`src/rtl/cache_arbiter.sv`:
```
// cache_arbiter: shares one physical-memory port between the I-cache and D-cache,
// alternating grants on contention so neither side can starve.
module cache_arbiter #(
   parameter int ADDR_WIDTH = 32,
   parameter int LINE_WIDTH = 256
) (
   input  logic                  clk,
   input  logic                  rst,
   input  logic                  i_read,
   input  logic [ADDR_WIDTH-1:0] i_address,
   output logic [LINE_WIDTH-1:0] i_rdata,
   output logic                  i_resp,
   input  logic                  d_read,
   input  logic                  d_write,
   input  logic [ADDR_WIDTH-1:0] d_address,
   input  logic [LINE_WIDTH-1:0] d_wdata,
   output logic [LINE_WIDTH-1:0] d_rdata,
   output logic                  d_resp,
   output logic                  pmem_read,
   output logic                  pmem_write,
   output logic [ADDR_WIDTH-1:0] pmem_address,
   output logic [LINE_WIDTH-1:0] pmem_wdata,
   input  logic [LINE_WIDTH-1:0] pmem_rdata,
   input  logic                  pmem_resp
);
   localparam int OFFSET_BITS = $clog2(LINE_WIDTH / 8);
   localparam logic [ADDR_WIDTH-1:0] ALIGN = {{(ADDR_WIDTH - OFFSET_BITS){1'b1}}, {OFFSET_BITS{1'b0}}};

   typedef enum logic [1:0] {IDLE, SERVE_I, SERVE_D_RD, SERVE_D_WR} state_t;

   state_t                state, state_d;
   logic                  last_grant;
   logic                  grant_i, grant_d;
   logic [ADDR_WIDTH-1:0] addr_q;
   logic [LINE_WIDTH-1:0] wdata_q;

   // last_grant is 1 when D was served last; on contention the other side wins
   always_comb begin
      grant_d = (d_read || d_write) && (!i_read || !last_grant);
      grant_i = i_read && !grant_d;
      state_d = state;
      if (state == IDLE)
         state_d = grant_i ? SERVE_I : grant_d ? (d_write ? SERVE_D_WR : SERVE_D_RD) : IDLE;
      else if (pmem_resp)
         state_d = IDLE;
   end

   always_ff @(posedge clk or posedge rst) begin
      if (rst) begin
         state      <= IDLE;
         last_grant <= 1'b0;
         addr_q     <= '0;
         wdata_q    <= '0;
      end else begin
         state <= state_d;
         if (state == IDLE && (grant_i || grant_d)) begin
            addr_q     <= (grant_i ? i_address : d_address) & ALIGN;
            last_grant <= grant_d;
            if (grant_d && d_write)
               wdata_q <= d_wdata;
         end
      end
   end

   assign pmem_read    = state == SERVE_I || state == SERVE_D_RD;
   assign pmem_write   = state == SERVE_D_WR;
   assign pmem_address = state == IDLE ? '0 : addr_q;
   assign pmem_wdata   = pmem_write ? wdata_q : '0;
   assign i_resp       = state == SERVE_I && pmem_resp;
   assign d_resp       = (state == SERVE_D_RD || state == SERVE_D_WR) && pmem_resp;
   assign i_rdata      = pmem_rdata;
   assign d_rdata      = pmem_rdata;
endmodule

```
`config.mk`:
```
export PLATFORM = sky130hd
export DESIGN_NAME = cache_arbiter
export DESIGN_NICKNAME = d
export VERILOG_FILES = /design/src/rtl/cache_arbiter.sv
export SDC_FILE = /design/constraint.sdc
export NUM_CORES = 1
export LEC_CHECK = 0
export ABC_AREA = 1
export ABC_CLOCK_PERIOD_IN_PS = 9350
export BUFFER_PORTS_ARGS = -buffer_cell sky130_fd_sc_hd__buf_2
export CAP_MARGIN = 30
export CORE_AREA = 5 5 541 543
export DETAILED_ROUTE_END_ITERATION = 10
export DIE_AREA = 0 0 546 548
export PLACE_DENSITY_LB_ADDON = 0.1
export SLEW_MARGIN = 5
export SYNTH_ARGS = -nofsm -noshare
export SYNTH_HDL_FRONTEND = slang
export SYNTH_SLANG_ARGS = --single-unit
```
`constraint.sdc`:
```
create_clock -name clk -period 9.35 [get_ports clk]
set_clock_uncertainty 0.15 [all_clocks]
set_input_delay 1.4025 -clock clk [delete_from_list [all_inputs] [get_ports clk]]
set_output_delay 1.4025 -clock clk [all_outputs]
set_load 0.05 [all_outputs]
```
* After elaboration in Yosys (flattened, before gate mapping)
Index checks and enable logic that the tools add are counted.
W data, S select, Z words.
** Storage, ports and cells
- Register bits after elaboration :: 286
- Latch bits :: 0
- Bits in writable memories :: 0
- ROM bits :: 0
- Input port bits :: 582
- Logic and storage cells :: 32
- Memories :: 0
** Cells by class
- $add $sub $neg :: 0
- $mul :: 0
- Div/mod/pow operators :: 0
- Order comparisons :: 0
- Equality and inequality tests :: 3
- Shift-type cells :: 0
- Mux-type cells :: 8
- Bitwise operators :: 0
- Reduce and logical (&&, ||, !) cells :: 17
** Operators with widths (number)
- $mux W256 :: 1
- $mux W32 :: 2
- $mux W2 :: 4
- $logic_and A1 B1 Y1 :: 6
- $logic_or A1 B1 Y1 :: 5
- $eq A2 B2 Y1 const B :: 2
- $logic_not A1 Y1 :: 3
- $eq A2 B1 Y1 const B :: 1
- $logic_not A2 Y1 :: 1
- $reduce_and A2 Y1 :: 1
- $reduce_bool A2 Y1 :: 1
- $mux W1 :: 1

* Depth between registers and ports, before layout
Gate-level depths: netlist of run 1.
- Depth in word-level cells :: 8
- Mapped depth :: 9
- Mapped depth without buffers :: 7

* Worst setup path after synthesis of run 1
OpenSTA, ideal clock, no wires.
- Path kind :: input to output
- From :: input port pmem_resp
- To :: output port d_resp
- Arrival time :: 2.104 ns
- Slack :: 5.693 ns
- Stages on the path :: 2
- Cell sequence :: inv_1 > nor2_1
** On the way
- Word-level cells in the longest chain between the ends :: 1
** RTL lines
- start, declared :: RTL line 24 : input logic pmem_resp
- $logic_and A1 B1 Y1 :: RTL line 70 : assign d_resp = (state == SERVE_D_RD || state == SERVE_D_WR) && pmem_resp;
- end, declared :: RTL line 18 : output logic d_resp,
No other way between the ends.

* Worst setup path in the final report of run 1
- From :: register state[0]
- To :: output port pmem_wdata[167]
** On the way
- Word-level cells in the longest chain between the ends :: 2
** RTL lines
- start, declared :: RTL line 31 : state_t state, state_d;
- start signal, assigned :: RTL line 55 : state <= state_d;
- $eq A2 B2 Y1 :: RTL line 66 : assign pmem_write = state == SERVE_D_WR;
- $mux W256 :: RTL line 68 : assign pmem_wdata = pmem_write ? wdata_q : '0;
- end, declared :: RTL line 22 : output logic [LINE_WIDTH-1:0] pmem_wdata,
No other way between the ends.

==> results of run 1 <==
[how the worst min path moves through the flow]
stage / startpoint / end / cells after the start
after global routing: wdata_q[102] / wdata_q[102] / 2
after detailed placement: wdata_q[123] / wdata_q[123] / 2
after global placement: wdata_q[101] / wdata_q[101] / 2
final: wdata_q[102] / wdata_q[102] / 2
after floorplan: wdata_q[100] / wdata_q[100] / 2
after CTS: wdata_q[123] / wdata_q[123] / 2
[where the power goes]
group          total, uW  internal (uW)  switching (uW)
clock network       1980           1180             794
registers           2200           1820             384
logic               2900            625            2270
total               7080           3630            3450
[flip-flops by register name (all words and copies together), names as in the netlist]
name / cells
wdata_q: 256
state: 2
last_grant: 1
addr_q: 27
[layer usage]
metal	GRT usage (%)	part of all wire (%)	vias to the layer above
li1	-	-	6936
met1	9.57	40	7143
met2	12.7	42	916
met3	5.47	14	370
met4	3.37	4.3	32
met5	0.0158	0.15	-
[synthesized netlist by cell type]
library cell,number
sky130_fd_sc_hd__dfrtp_1,286
sky130_fd_sc_hd__conb_1,1
sky130_fd_sc_hd__buf_1,2
sky130_fd_sc_hd__a21oi_2,1
sky130_fd_sc_hd__o21ai_2,1
sky130_fd_sc_hd__buf_4,537
sky130_fd_sc_hd__clkbuf_1,37
sky130_fd_sc_hd__buf_2,71
sky130_fd_sc_hd__nor2_2,1
sky130_fd_sc_hd__o21ai_0,3
sky130_fd_sc_hd__nand3_1,312
sky130_fd_sc_hd__ha_1,4
sky130_fd_sc_hd__inv_1,346
sky130_fd_sc_hd__nand2_1,856
sky130_fd_sc_hd__nor2_1,30
[worst reg2reg max path, delay by kind of cell, from the launching register on]
family | cells | cell delay, ns
adder cells (fa/ha/maj) | 1 | 0.14
AO/OA/AOI/OAI | 1 | 0.22
buffers and inverters | 5 | 2.15
flip-flops | 1 | 0.45
AND/OR/NAND/NOR | 2 | 0.48
[cell type report]
type	instances	area [um2]	share of cell area, %
Sequential cell	286	7160	30.8
Multi-Input combinational cell	1213	5030	21.7
Tap cell	3781	4730	20.4
Timing Repair Buffer	629	3290	14.2
Clock buffer	75	1550	6.66
Inverter	346	1300	5.61
Clock inverter	11	131	0.566
Antenna cell	5	12.5	0.0539
[kinds of logic (layout without fill, tap and decap cells)]
| group | after synthesis | count (layout) | synth area share, % |
|---|---|---|---|
| buffers and inverters | 993 | 1061 | 32.5 |
| adder cells (fa/ha/maj) | 4 | 4 | 0.279 |
| other | 1 | 10 | 0.0209 |
| AND/OR/NAND/NOR | 1199 | 1199 | 27.2 |
| AO/OA/AOI/OAI | 5 | 5 | 0.181 |
| flip-flops | 286 | 286 | 39.8 |
[stage by stage]
step	hold slack (ns)	util [%]	std cells	power, uW
detailed placement	0.308	7.49	6255	5280
floorplan	0.292	-	2492	4610
global placement	0.309	7.49	6255	5300
finish	0.319	8.08	6346	7080
CTS	0.323	8.08	6341	7420
global route	0.328	8.08	6343	7710
==> impl_summary.log, run 1 <==
[metrics] number of nets still failing antenna checks after routing: 0
[metrics] number of stages on the worst setup path: 5
[metrics] Worst-Skew Late Latency: 0.68 ns
[metrics] GRT Util Overall: 8.48%
[metrics] placeable core area: 0.287 mm2
[metrics] number of DRC markers in iteration 0: 645
[metrics] CP startpoint kind: flip-flop
[metrics] final period utilization: 52.5%
[metrics] CP Data Arrival Time: 3.35 ns
[metrics] kind of critical path: flip-flop to output port
[metrics] sinks on the clock net: 286
[metrics] most frequent cells in the layout: sky130_fd_sc_hd__nand2_1 (855), sky130_fd_sc_hd__buf_2 (602), sky130_fd_sc_hd__inv_1 (345)
[metrics] overall die area: 0.299 mm2
[metrics] antenna violations before repair: 56
[metrics] first-pass GRT wire length: 173000 um
[metrics] Peak supply drop: 155 uV
[metrics] placed instance area: 0.0215 mm2
[metrics] Final Worst Setup Slack: 4.45 ns
[metrics] leakage: 0.0131 uW
[metrics] die boundary width: 546 um
[metrics] total number of placement rows: 197
[metrics] starting density of the core: 6.26%
[metrics] final hold violations: 0
[metrics] netlist area before placement: 0.0180 mm2
[metrics] Post-CTS Setup Inserts: 0
[metrics] RSZ-0062 raised after global routing: false
[metrics] number of instances in the synthesized netlist: 2488
[metrics] worst-case setup slack after placement: 4.17 ns
[metrics] pin count of the biggest net entering global routing: 129
[metrics] share of final-layout standard cells stronger than drive strength 1: 27.9%
[metrics] element type at the critical path end: output port
[metrics] most common cell after layout, fill and taps aside: sky130_fd_sc_hd__nand2_1
[metrics] largest fanout on the critical path: 51
[metrics] CP startpoint: state[0]
[metrics] number of distinct library cells after synthesis: 15
[metrics] max_cap viols: 0
[metrics] required time worst endpoint: 7.80 ns
[metrics] delay contributed by the slowest stage of the critical path: 0.64 ns
[metrics] Post-DP HPWL: 102000 um
[metrics] number of buffer and inverter instances along the worst setup path: 3
[metrics] sequence of cells on the critical path: ha_4 > buf_4 > nand2_1 > inv_1 > buf_2
[metrics] cell count of the worst reg-to-reg path: 9
[metrics] Vert. Die Dim: 548 um
[metrics] final wirelength: 131000 um
[metrics] depth of the CTS H-tree: 2
[metrics] residual overflow from global routing: 0
[metrics] Worst R2R Setup Slack: 5.65 ns
[metrics] count of unresolved DRC violations after routing: 0
[metrics] # setup viols final: 0
[metrics] Slew @ Worst Pin: 1.44 ns
[metrics] final design area excluding fillers: 0.0232 mm2
[metrics] final max-slew violation count: 0
[metrics] number of warnings printed during yosys synthesis: 0
[metrics] Min-Delay Path Class: flip-flop to flip-flop
[metrics] total number of vias: 15397
[metrics] register bit count reported by yosys: 286
[metrics] power density over the cells: 305 mW/mm2
[metrics] cts bufs inserted: 50
[metrics] area added between synthesis and finish: 29.1%
[metrics] outcome: complete, no violations
[metrics] time the worst path needs with I/O delays and setup: 4.90 ns
[metrics] Clock Path Buffers: 3
[metrics] cells taking the most area after synthesis: sky130_fd_sc_hd__dfrtp_1 (40%), sky130_fd_sc_hd__buf_4 (22%), sky130_fd_sc_hd__nand2_1 (18%)
[metrics] CP top delay family: buffers and inverters
[metrics] master of the slowest instance on the critical path: sky130_fd_sc_hd__buf_4
[metrics] number of placed I/O pins: 1386
[metrics] fillcell total: 33972
[metrics] hold buffers post-CTS: 0
[metrics] crit path capture: pmem_wdata[167]
[metrics] vias in the first global route: 17152
[metrics] Resized Gates After CTS: 0
[metrics] critical register-to-register path startpoint: state[0]
[metrics] Avg Cell Area, Syn: 7.22 um2
[metrics] reg2reg end: wdata_q[217]
[metrics] portion of synthesized cell area occupied by the leading cell type: 39.8%
[metrics] max_slew headroom: 3.92%
[metrics] final layout net count: 3112
[metrics] fmax: 204 MHz
[metrics] first-pass detailed-route iteration total: 5
[metrics] CTS tree: yes
[metrics] average wire per standard cell: 20.7 um
[metrics] setup total negative slack: 0 ns
[metrics] RD Place Congestion: 0.696
[metrics] CTS Root Cell: sky130_fd_sc_hd__clkbuf_16
[metrics] sequential share of the synthesized area: 39.8%
[metrics] ratio of routed vias to standard cells: 2.43
[metrics] clock slew seen by the registers of the worst setup and hold paths: 0.06 ns
[metrics] area leader, netlist: sky130_fd_sc_hd__dfrtp_1
[metrics] number of port buffers: 602
No activity file was read; power rests on OpenSTA's default activity.
==> run 2: changes to the inputs <==
--- a/config.mk
+++ b/config.mk
@@ -5,13 +5,13 @@
 export SDC_FILE = /design/constraint.sdc
 export NUM_CORES = 1
 export LEC_CHECK = 0
-export ABC_AREA = 1
-export ABC_CLOCK_PERIOD_IN_PS = 9350
+export ABC_AREA = 0
+export ABC_CLOCK_PERIOD_IN_PS = 4500
 export BUFFER_PORTS_ARGS = -buffer_cell sky130_fd_sc_hd__buf_2
 export CAP_MARGIN = 30
-export CORE_AREA = 5 5 541 543
+export CORE_AREA = 5 5 539 541
 export DETAILED_ROUTE_END_ITERATION = 10
-export DIE_AREA = 0 0 546 548
+export DIE_AREA = 0 0 544 546
 export PLACE_DENSITY_LB_ADDON = 0.1
 export SLEW_MARGIN = 5
 export SYNTH_ARGS = -nofsm -noshare
==> constraint.sdc (replaced) <==
create_clock -name clk -period 4.5 [get_ports clk]
set_clock_uncertainty 0.15 [all_clocks]
set_input_delay 0.675 -clock clk [delete_from_list [all_inputs] [get_ports clk]]
set_output_delay 0.675 -clock clk [all_outputs]
set_load 0.05 [all_outputs]
==> impl_summary.log, run 2 <==
[metrics] number of distinct library cells after synthesis: 27 (+12)
[metrics] ratio of routed vias to standard cells: 2.11 (-13%)
[metrics] max_cap viols: 0 (unchanged)
[metrics] Clock Path Buffers: 3 (unchanged)
[metrics] delay contributed by the slowest stage of the critical path: 0.57 ns (-0.07 ns)
[metrics] number of DRC markers in iteration 0: 332 (-49%)
[metrics] pin count of the biggest net entering global routing: 68 (-47%)
[metrics] cell repeated most along the worst path: sky130_fd_sc_hd__nor2_1
[metrics] Worst R2R Setup Slack: 1.38 ns (-4.27 ns)
[metrics] cells taking the most area after synthesis: sky130_fd_sc_hd__dfrtp_1 (40%), sky130_fd_sc_hd__buf_4 (22%), sky130_fd_sc_hd__mux2_4 (20%)
[metrics] count leader, synth: sky130_fd_sc_hd__buf_4
[metrics] Avg Cell Area, Syn: 11.5 um2 (+59%)
[metrics] final instance count without filler cells: 5687 (-10%)
[metrics] leading registers by flop count: wdata_q (256), addr_q (27), state (2)
[metrics] fraction of registers with async set/reset: 100% (unchanged)
[metrics] sequential cell fraction of total power: 27.2% (-3.9 points)
[metrics] starting density of the core: 6.26% (about the same)
[metrics] element type at the critical path end: output port
[metrics] Post-DP HPWL: 108000 um (+5.8%)
[metrics] clock slew seen by the registers of the worst setup and hold paths: 0.06 ns (about the same)
[metrics] final period utilization: 77.2%
[metrics] area added between synthesis and finish: 43.6%
[metrics] number of port buffers: 602 (unchanged)
[metrics] number of placed I/O pins: 1386 (unchanged)
[metrics] count of placed standard cells including taps: 5373 (-14%)
[metrics] total number of vias: 11988 (-22%)
[metrics] largest fanout on the critical path: 62 (+22%)
[metrics] number of warnings printed during yosys synthesis: 0 (unchanged)
[metrics] CP Data Arrival Time: 2.65 ns (-0.70 ns)
[metrics] count of unresolved DRC violations after routing: 0 (unchanged)
[metrics] Vert. Die Dim: 546 um (-0.36%)
[metrics] die boundary width: 544 um (-0.37%)
[metrics] CTS Root Cell: sky130_fd_sc_hd__clkbuf_16
[metrics] number of instances in the synthesized netlist: 1553 (-38%)
[metrics] power density over the cells: 673 mW/mm2 (+120%)
[metrics] final wirelength: 130000 um (-1.1%)
[metrics] kind of critical path: flip-flop to output port
[metrics] share of total power consumed by net switching: 43.8% (-5.0 points)
[metrics] Slew @ Worst Pin: 0.783 ns (-0.658 ns)
[metrics] final design area excluding fillers: 0.0256 mm2 (+10%)
[metrics] required time worst endpoint: 3.67 ns (-4.13 ns)
[metrics] Final Worst Setup Slack: 1.03 ns (-3.42 ns)
[metrics] master of the slowest instance on the critical path: sky130_fd_sc_hd__ha_4
[metrics] Min-Delay Path Class: primary input to flip-flop
[metrics] Post-CTS Setup Inserts: 0 (unchanged)
[metrics] first-pass GRT wire length: 161000 um (-6.7%)
[metrics] average wire per standard cell: 22.8 um (+10%)
[metrics] part of the power in the clock network: 23.9% (-4.0 points)
[metrics] depth of the CTS H-tree: 2 (unchanged)
[metrics] time the worst path needs with I/O delays and setup: 3.47 ns
[metrics] share of final-layout standard cells stronger than drive strength 1: 50.9% (+23 points)
[metrics] final max-slew violation count: 0 (unchanged)
[metrics] setup total negative slack: 0 ns (unchanged)
[metrics] RD Place Congestion: 0.782 (+12%)
[metrics] residual overflow from global routing: 0 (unchanged)
[metrics] max_slew headroom: 47.8% (+44 points)
[metrics] antenna violations before repair: 32 (-43%)
[metrics] sinks on the clock net: 286 (unchanged)
[metrics] Resized Gates After CTS: 0 (unchanged)
[metrics] final hold violations: 0 (unchanged)
[metrics] number of synthesized flops with an enable pin: 0 (unchanged)
[metrics] number of nets still failing antenna checks after routing: 0 (unchanged)
[metrics] Synth Flop Type: sky130_fd_sc_hd__dfrtp_1
[metrics] CTS tree: yes
[metrics] share of power burned in combinational logic: 48.9% (+8.0 points)
[metrics] core utilization of the finished layout: 8.99% (+0.90 points)
[metrics] register bit count reported by yosys: 286 (unchanged)
[metrics] portion of synthesized cell area occupied by the leading cell type: 40.2% (+0.36 points)
[metrics] commonest cells in the synthesized netlist: sky130_fd_sc_hd__buf_4 (517), sky130_fd_sc_hd__dfrtp_1 (286), sky130_fd_sc_hd__and2_1 (257), sky130_fd_sc_hd__mux2_4 (240), sky130_fd_sc_hd__clkbuf_1 (42)
[metrics] worst-case setup slack after placement: 1.17 ns (-3.01 ns)
[metrics] vias in the first global route: 13099 (-24%)
[metrics] switching power: 7540 uW (+120%)
[metrics] area leader, netlist: sky130_fd_sc_hd__dfrtp_1
[metrics] total number of placement rows: 196 (-0.51%)
[metrics] # setup viols final: 0 (unchanged)
[metrics] Pint: 9680 uW (+170%)
[metrics] final layout net count: 2457 (-21%)
[metrics] Peak supply drop: 304 uV (+96%)
[metrics] register with the highest flop count: wdata_q
[metrics] CP startpoint kind: flip-flop
[metrics] most common cell after layout, fill and taps aside: sky130_fd_sc_hd__buf_2
[metrics] Worst-Skew Late Latency: 0.66 ns (-0.02 ns)
[metrics] first-pass detailed-route iteration total: 4 (-1)
[metrics] overall die area: 0.297 mm2 (-0.73%)
[metrics] sequential share of the synthesized area: 40.2% (+0.36 points)
[metrics] sequence of cells on the critical path: ha_4 > buf_12 > nor2_1 > nor2_1 > buf_2
[metrics] flip-flop count of the largest register, all copies and words added: 256 (unchanged)
[metrics] leakage: 0.0109 uW (-17%)
[metrics] placed instance area: 0.0218 mm2 (+1.2%)
[metrics] GRT Util Overall: 8.34% (-0.14 points)
[metrics] hold buffers post-CTS: 207 (+207)
[metrics] outcome: complete, no violations
[metrics] cts bufs inserted: 51 (+2.0%)
[metrics] RSZ-0062 raised after global routing: false
[metrics] placeable core area: 0.284 mm2 (-0.93%)
[metrics] netlist area before placement: 0.0178 mm2 (-0.91%)
[metrics] fmax: 288 MHz
[metrics] most frequent cells in the layout: sky130_fd_sc_hd__buf_2 (602), sky130_fd_sc_hd__dfrtp_1 (286), sky130_fd_sc_hd__and2_1 (257)
-- run 2: cell types whose count changed after synthesis, moves of 65 or more --
cell and change:
sky130_fd_sc_hd__and2_1 +257, sky130_fd_sc_hd__buf_2 -65, sky130_fd_sc_hd__inv_1 -339, sky130_fd_sc_hd__mux2_4 +240, sky130_fd_sc_hd__nand2_1 -854, sky130_fd_sc_hd__nand3_1 -285
-- run 2: metrics by stage --
step | power [uW] | hold slack, ns
floorplan | 11800 | 0.300
global placement | 13400 | 0.317
detailed placement | 13300 | 0.317
CTS | 17900 | 0.0000916
global route | 18300 | 0.0419
finish | 17200 | 0.109
-- run 2: layer usage --
layer  up-vias  global-route usage, %  wire length [um]
met1      5534                   6.87             37700
met4         2                   3.73              5860
met2      1098                   15.2             66200
met5         -                      0                20
li1       5176                      -                 -
met3       178                   5.66             20000
-- run 2: final timing paths --
kind,start,endpoint,cells after the start
max in group asynchronous,rst,wdata_q[10],5
hold reg to reg,wdata_q[76],wdata_q[76],1
setup reg to reg,state[0],wdata_q[97],5
hold / removal,d_wdata[182],wdata_q[182],2
setup / recovery,state[0],d_resp,5
min in group asynchronous,rst,wdata_q[157],3
-- run 2: cells by family (layout without fill, tap and decap cells) --
group                      Yosys count  after routing  share of synthesized area (%)
muxes                              256            256                           21.2
other                                1             24                         0.0211
DFF                                286            286                           40.2
adders and majority gates            4              4                          0.281
AOI/OAI and AO/OA                   63             63                           2.10
and+or+nand+nor                    343            343                           11.4
buffers and inverters              600            949                           24.7
-- run 2: final cells by class --
| type | instances | area [um2] |
|---|---|---|
| fill | 33140 | 259000 |
| antenna | 19 | 47.5 |
| clock buffer | 78 | 1540 |
| tap | 3762 | 4710 |
| multi-input combinational | 671 | 6310 |
| clock inverter | 10 | 140 |
| inverter | 7 | 30.0 |
| timing repair buffer | 854 | 5640 |
| sequential | 286 | 7160 |
-- run 2: power by group through the flow --
stage	Clock, uW	Sequential, uW	Combinational [uW]
finish	4110	4690	8420
global route	4470	4880	8960
CTS	4440	4740	8750
detailed placement	0	4760	8550
global placement	0	4790	8600
floorplan	0	4360	7410
-- run 2: critical path: cells and delay by family (launching register included) --
family	cells	cell delay [ns]
simple gates	2	0.21
buf+inv	2	0.65
fa+ha+maj	1	0.57
flops	1	0.46
==> run 3: changes to the inputs <==
--- a/config.mk
+++ b/config.mk
@@ -6,7 +6,7 @@
 export NUM_CORES = 1
 export LEC_CHECK = 0
 export ABC_AREA = 0
-export ABC_CLOCK_PERIOD_IN_PS = 4500
+export ABC_CLOCK_PERIOD_IN_PS = 2800
 export BUFFER_PORTS_ARGS = -buffer_cell sky130_fd_sc_hd__buf_2
 export CAP_MARGIN = 30
 export CORE_AREA = 5 5 539 541
==> constraint.sdc (replaced) <==
create_clock -name clk -period 2.8 [get_ports clk]
set_clock_uncertainty 0.15 [all_clocks]
set_input_delay 0.42 -clock clk [delete_from_list [all_inputs] [get_ports clk]]
set_output_delay 0.42 -clock clk [all_outputs]
set_load 0.05 [all_outputs]
==> impl_summary.log, run 3 (same netlist as run 2, synthesis figures left out) <==
[metrics] CP Data Arrival Time: 2.12 ns (-0.53 ns)
[metrics] placed instance area: 0.0219 mm2 (+0.51%)
[metrics] leading registers by flop count: wdata_q (256), addr_q (27), state (2)
[metrics] total number of vias: 12584 (+5.0%)
[metrics] area added between synthesis and finish: 60.3%
[metrics] CP startpoint kind: flip-flop
[metrics] final layout net count: 2592 (+5.5%)
[metrics] share of total power consumed by net switching: 42.3% (-1.5 points)
[metrics] reg2reg end: wdata_q[148]
[metrics] critical hold path startpoint: i_read
[metrics] delay contributed by the slowest stage of the critical path: 0.44 ns (-0.13 ns)
[metrics] antenna violations before repair: 21 (-34%)
[metrics] area of the multi-input gates: 0.00647 mm2 (+2.7%)
[metrics] share of final-layout standard cells stronger than drive strength 1: 51.7% (+0.82 points)
[metrics] Final Worst Setup Slack: 0.106 ns (-0.920 ns)
[metrics] RD Place Congestion: 0.794 (+1.4%)
[metrics] RSZ-0062 raised after global routing: true
[metrics] cts bufs inserted: 50 (-2.0%)
[metrics] leakage: 0.0118 uW (+8.2%)
[metrics] power density over the cells: 1050 mW/mm2 (+55%)
[metrics] CTS Root Cell: sky130_fd_sc_hd__clkbuf_16
[metrics] Peak supply drop: 472 uV (+55%)
[metrics] Pint: 17200 uW (+78%)
[metrics] CP startpoint: state[0]
[metrics] final max-slew violation count: 0 (unchanged)
[metrics] total area of sequential cells: 0.00716 mm2 (about the same)
[metrics] most common cell after layout, fill and taps aside: sky130_fd_sc_hd__buf_2
[metrics] count of placed standard cells including taps: 5381 (+0.15%)
[metrics] # setup viols final: 0 (unchanged)
[metrics] share of power burned in combinational logic: 53.3% (+4.4 points)
[metrics] worst-case setup slack after placement: 0.216 ns (-0.950 ns)
[metrics] kind of critical path: flip-flop to output port
[metrics] vias in the first global route: 13666 (+4.3%)
[metrics] pin count of the biggest net entering global routing: 86 (+26%)
[metrics] master of the slowest instance on the critical path: sky130_fd_sc_hd__dfrtp_2
[metrics] depth of the CTS H-tree: 2 (unchanged)
[metrics] Post-DP HPWL: 109000 um (+0.44%)
[metrics] register with the highest flop count: wdata_q
[metrics] element type at the critical path end: output port
[metrics] count of unresolved DRC violations after routing: 0 (unchanged)
[metrics] outcome: complete, no violations
[metrics] first-pass detailed-route iteration total: 4 (unchanged)
[metrics] max_slew headroom: 47.5% (-0.32 points)
[metrics] hold depth: 4 (+2)
[metrics] fmax: 371 MHz
[metrics] starting density of the core: 6.26% (unchanged)
[metrics] core utilization of the finished layout: 10.0% (+1.0 points)
[metrics] total number of placement rows: 196 (unchanged)
[metrics] residual overflow from global routing: 0 (unchanged)
[metrics] GRT Util Overall: 8.46% (+0.12 points)
[metrics] Worst-Skew Late Latency: 0.66 ns (about the same)
[metrics] Vert. Die Dim: 546 um (unchanged)
[metrics] Worst R2R Setup Slack: 0.33 ns (-1.05 ns)
[metrics] ratio of routed vias to standard cells: 2.16 (+2.4%)
[metrics] time the worst path needs with I/O delays and setup: 2.69 ns
[metrics] Clock Path Buffers: 3 (unchanged)
[metrics] final design area excluding fillers: 0.0285 mm2 (+12%)
[metrics] sink of the worst hold path: addr_q[29]
[metrics] critical register-to-register path startpoint: state[0]
[metrics] first-pass GRT wire length: 164000 um (+2.1%)
[metrics] max_cap viols: 0 (unchanged)
[metrics] die boundary width: 544 um (unchanged)
[metrics] number of nets still failing antenna checks after routing: 0 (unchanged)
[metrics] flip-flop count of the largest register, all copies and words added: 256 (unchanged)
[metrics] fillcell total: 32925 (-0.65%)
[metrics] final hold violations: 0 (unchanged)
[metrics] Min-Delay Path Class: primary input to flip-flop
[metrics] sequence of cells on the critical path: ha_4 > buf_4 > buf_12 > clkbuf_16 > and2_4 > buf_6
[metrics] average wire per standard cell: 22.8 um (+0.14%)
[metrics] number of port buffers: 602 (unchanged)
[metrics] cell count of the worst reg-to-reg path: 7 (+2)
[metrics] sinks on the clock net: 286 (unchanged)
[metrics] required time worst endpoint: 2.23 ns (-1.44 ns)
[metrics] switching power: 12600 uW (+68%)
[metrics] CTS tree: yes
[metrics] largest fanout on the critical path: 16 (-74%)
[metrics] part of the power in the clock network: 21.5% (-2.4 points)
[metrics] number of placed I/O pins: 1386 (unchanged)
[metrics] placeable core area: 0.284 mm2 (unchanged)
[metrics] clock slew seen by the registers of the worst setup and hold paths: 0.05 ns (about the same)
[metrics] sequential cell fraction of total power: 25.3% (-1.9 points)
[metrics] most frequent cells in the layout: sky130_fd_sc_hd__buf_2 (358), sky130_fd_sc_hd__dlygate4sd3_1 (315), sky130_fd_sc_hd__dfrtp_1 (285)
[metrics] final period utilization: 96.2%
[metrics] final instance count without filler cells: 5827 (+2.5%)
[metrics] overall die area: 0.297 mm2 (unchanged)
[metrics] Slew @ Worst Pin: 0.788 ns (+0.00480 ns)
[metrics] number of DRC markers in iteration 0: 374 (+13%)
[metrics] final wirelength: 133000 um (+2.6%)
## run 3: cell count changes in the layout (fill, tap and decap cells not counted), moves of 21 or more
cell and change:
sky130_fd_sc_hd__and2_4 +60, sky130_fd_sc_hd__buf_12 +21, sky130_fd_sc_hd__and2_1 -60, sky130_fd_sc_hd__buf_2 -244, sky130_fd_sc_hd__buf_6 +123, sky130_fd_sc_hd__dlygate4sd3_1 +108, sky130_fd_sc_hd__buf_4 +100
## run 3: worst max-delay path, delay by kind of cell, from the launching register on
kind | cells | cell delay [ns]
buffers and inverters | 4 | 0.63
and+or+nand+nor | 1 | 0.16
DFF | 1 | 0.44
adders and majority gates | 1 | 0.18
## run 3: how the worst max path moves through the flow
stage	cells after the start	end
6_report	6	pmem_wdata[170]
5_1_grt	6	d_resp
3_3_place_gp	5	pmem_address[6]
2_1_floorplan	1	addr_q[10]
3_5_place_dp	5	pmem_address[6]
4_1_cts	5	pmem_wdata[232]
## run 3: repair_timing
action                     CTS  global route
setup buffers               10             3
setup endpoints to repair  283           137
pin swaps                    1             2
hold endpoints to repair   544             0
cloned                       1             7
gates resized for setup    388           123
hold buffers               315             0
## run 3: power by group through the flow
stage,logic (uW),clock network (uW),registers [uW]
after floorplan,11900,0,7010
after global placement,14000,0,7700
after detailed placement,13900,0,7640
after CTS,15700,6940,7620
after global routing,16900,6970,7870
final,15900,6420,7560
## run 3: layout make-up
class | count | share of cell area, %
inverter | 7 | 0.105
tap | 3762 | 16.5
timing repair buffer | 990 | 29.8
clock buffer | 76 | 5.12
antenna | 23 | 0.202
multi-input combinational | 671 | 22.7
clock inverter | 12 | 0.500
sequential | 286 | 25.1
## run 3: through the flow
stage	hold WS [ns]	TNS, ns	total power, uW
after floorplan	0.300	-446.51	18900
after global placement	0.317	0	21700
after detailed placement	0.318	0	21500
after CTS	0.114	-8.37	30300
after global routing	0.159	-1.71	31700
final	0.173	0	29900
## run 3: metal layers
metal	track usage [%]	wire length, um	vias to the layer above
met2	15.6	69000	1054
li1	-	-	5457
met5	0	0	-
met4	3.60	5710	0
met1	6.95	38200	5893
met3	5.68	20100	180
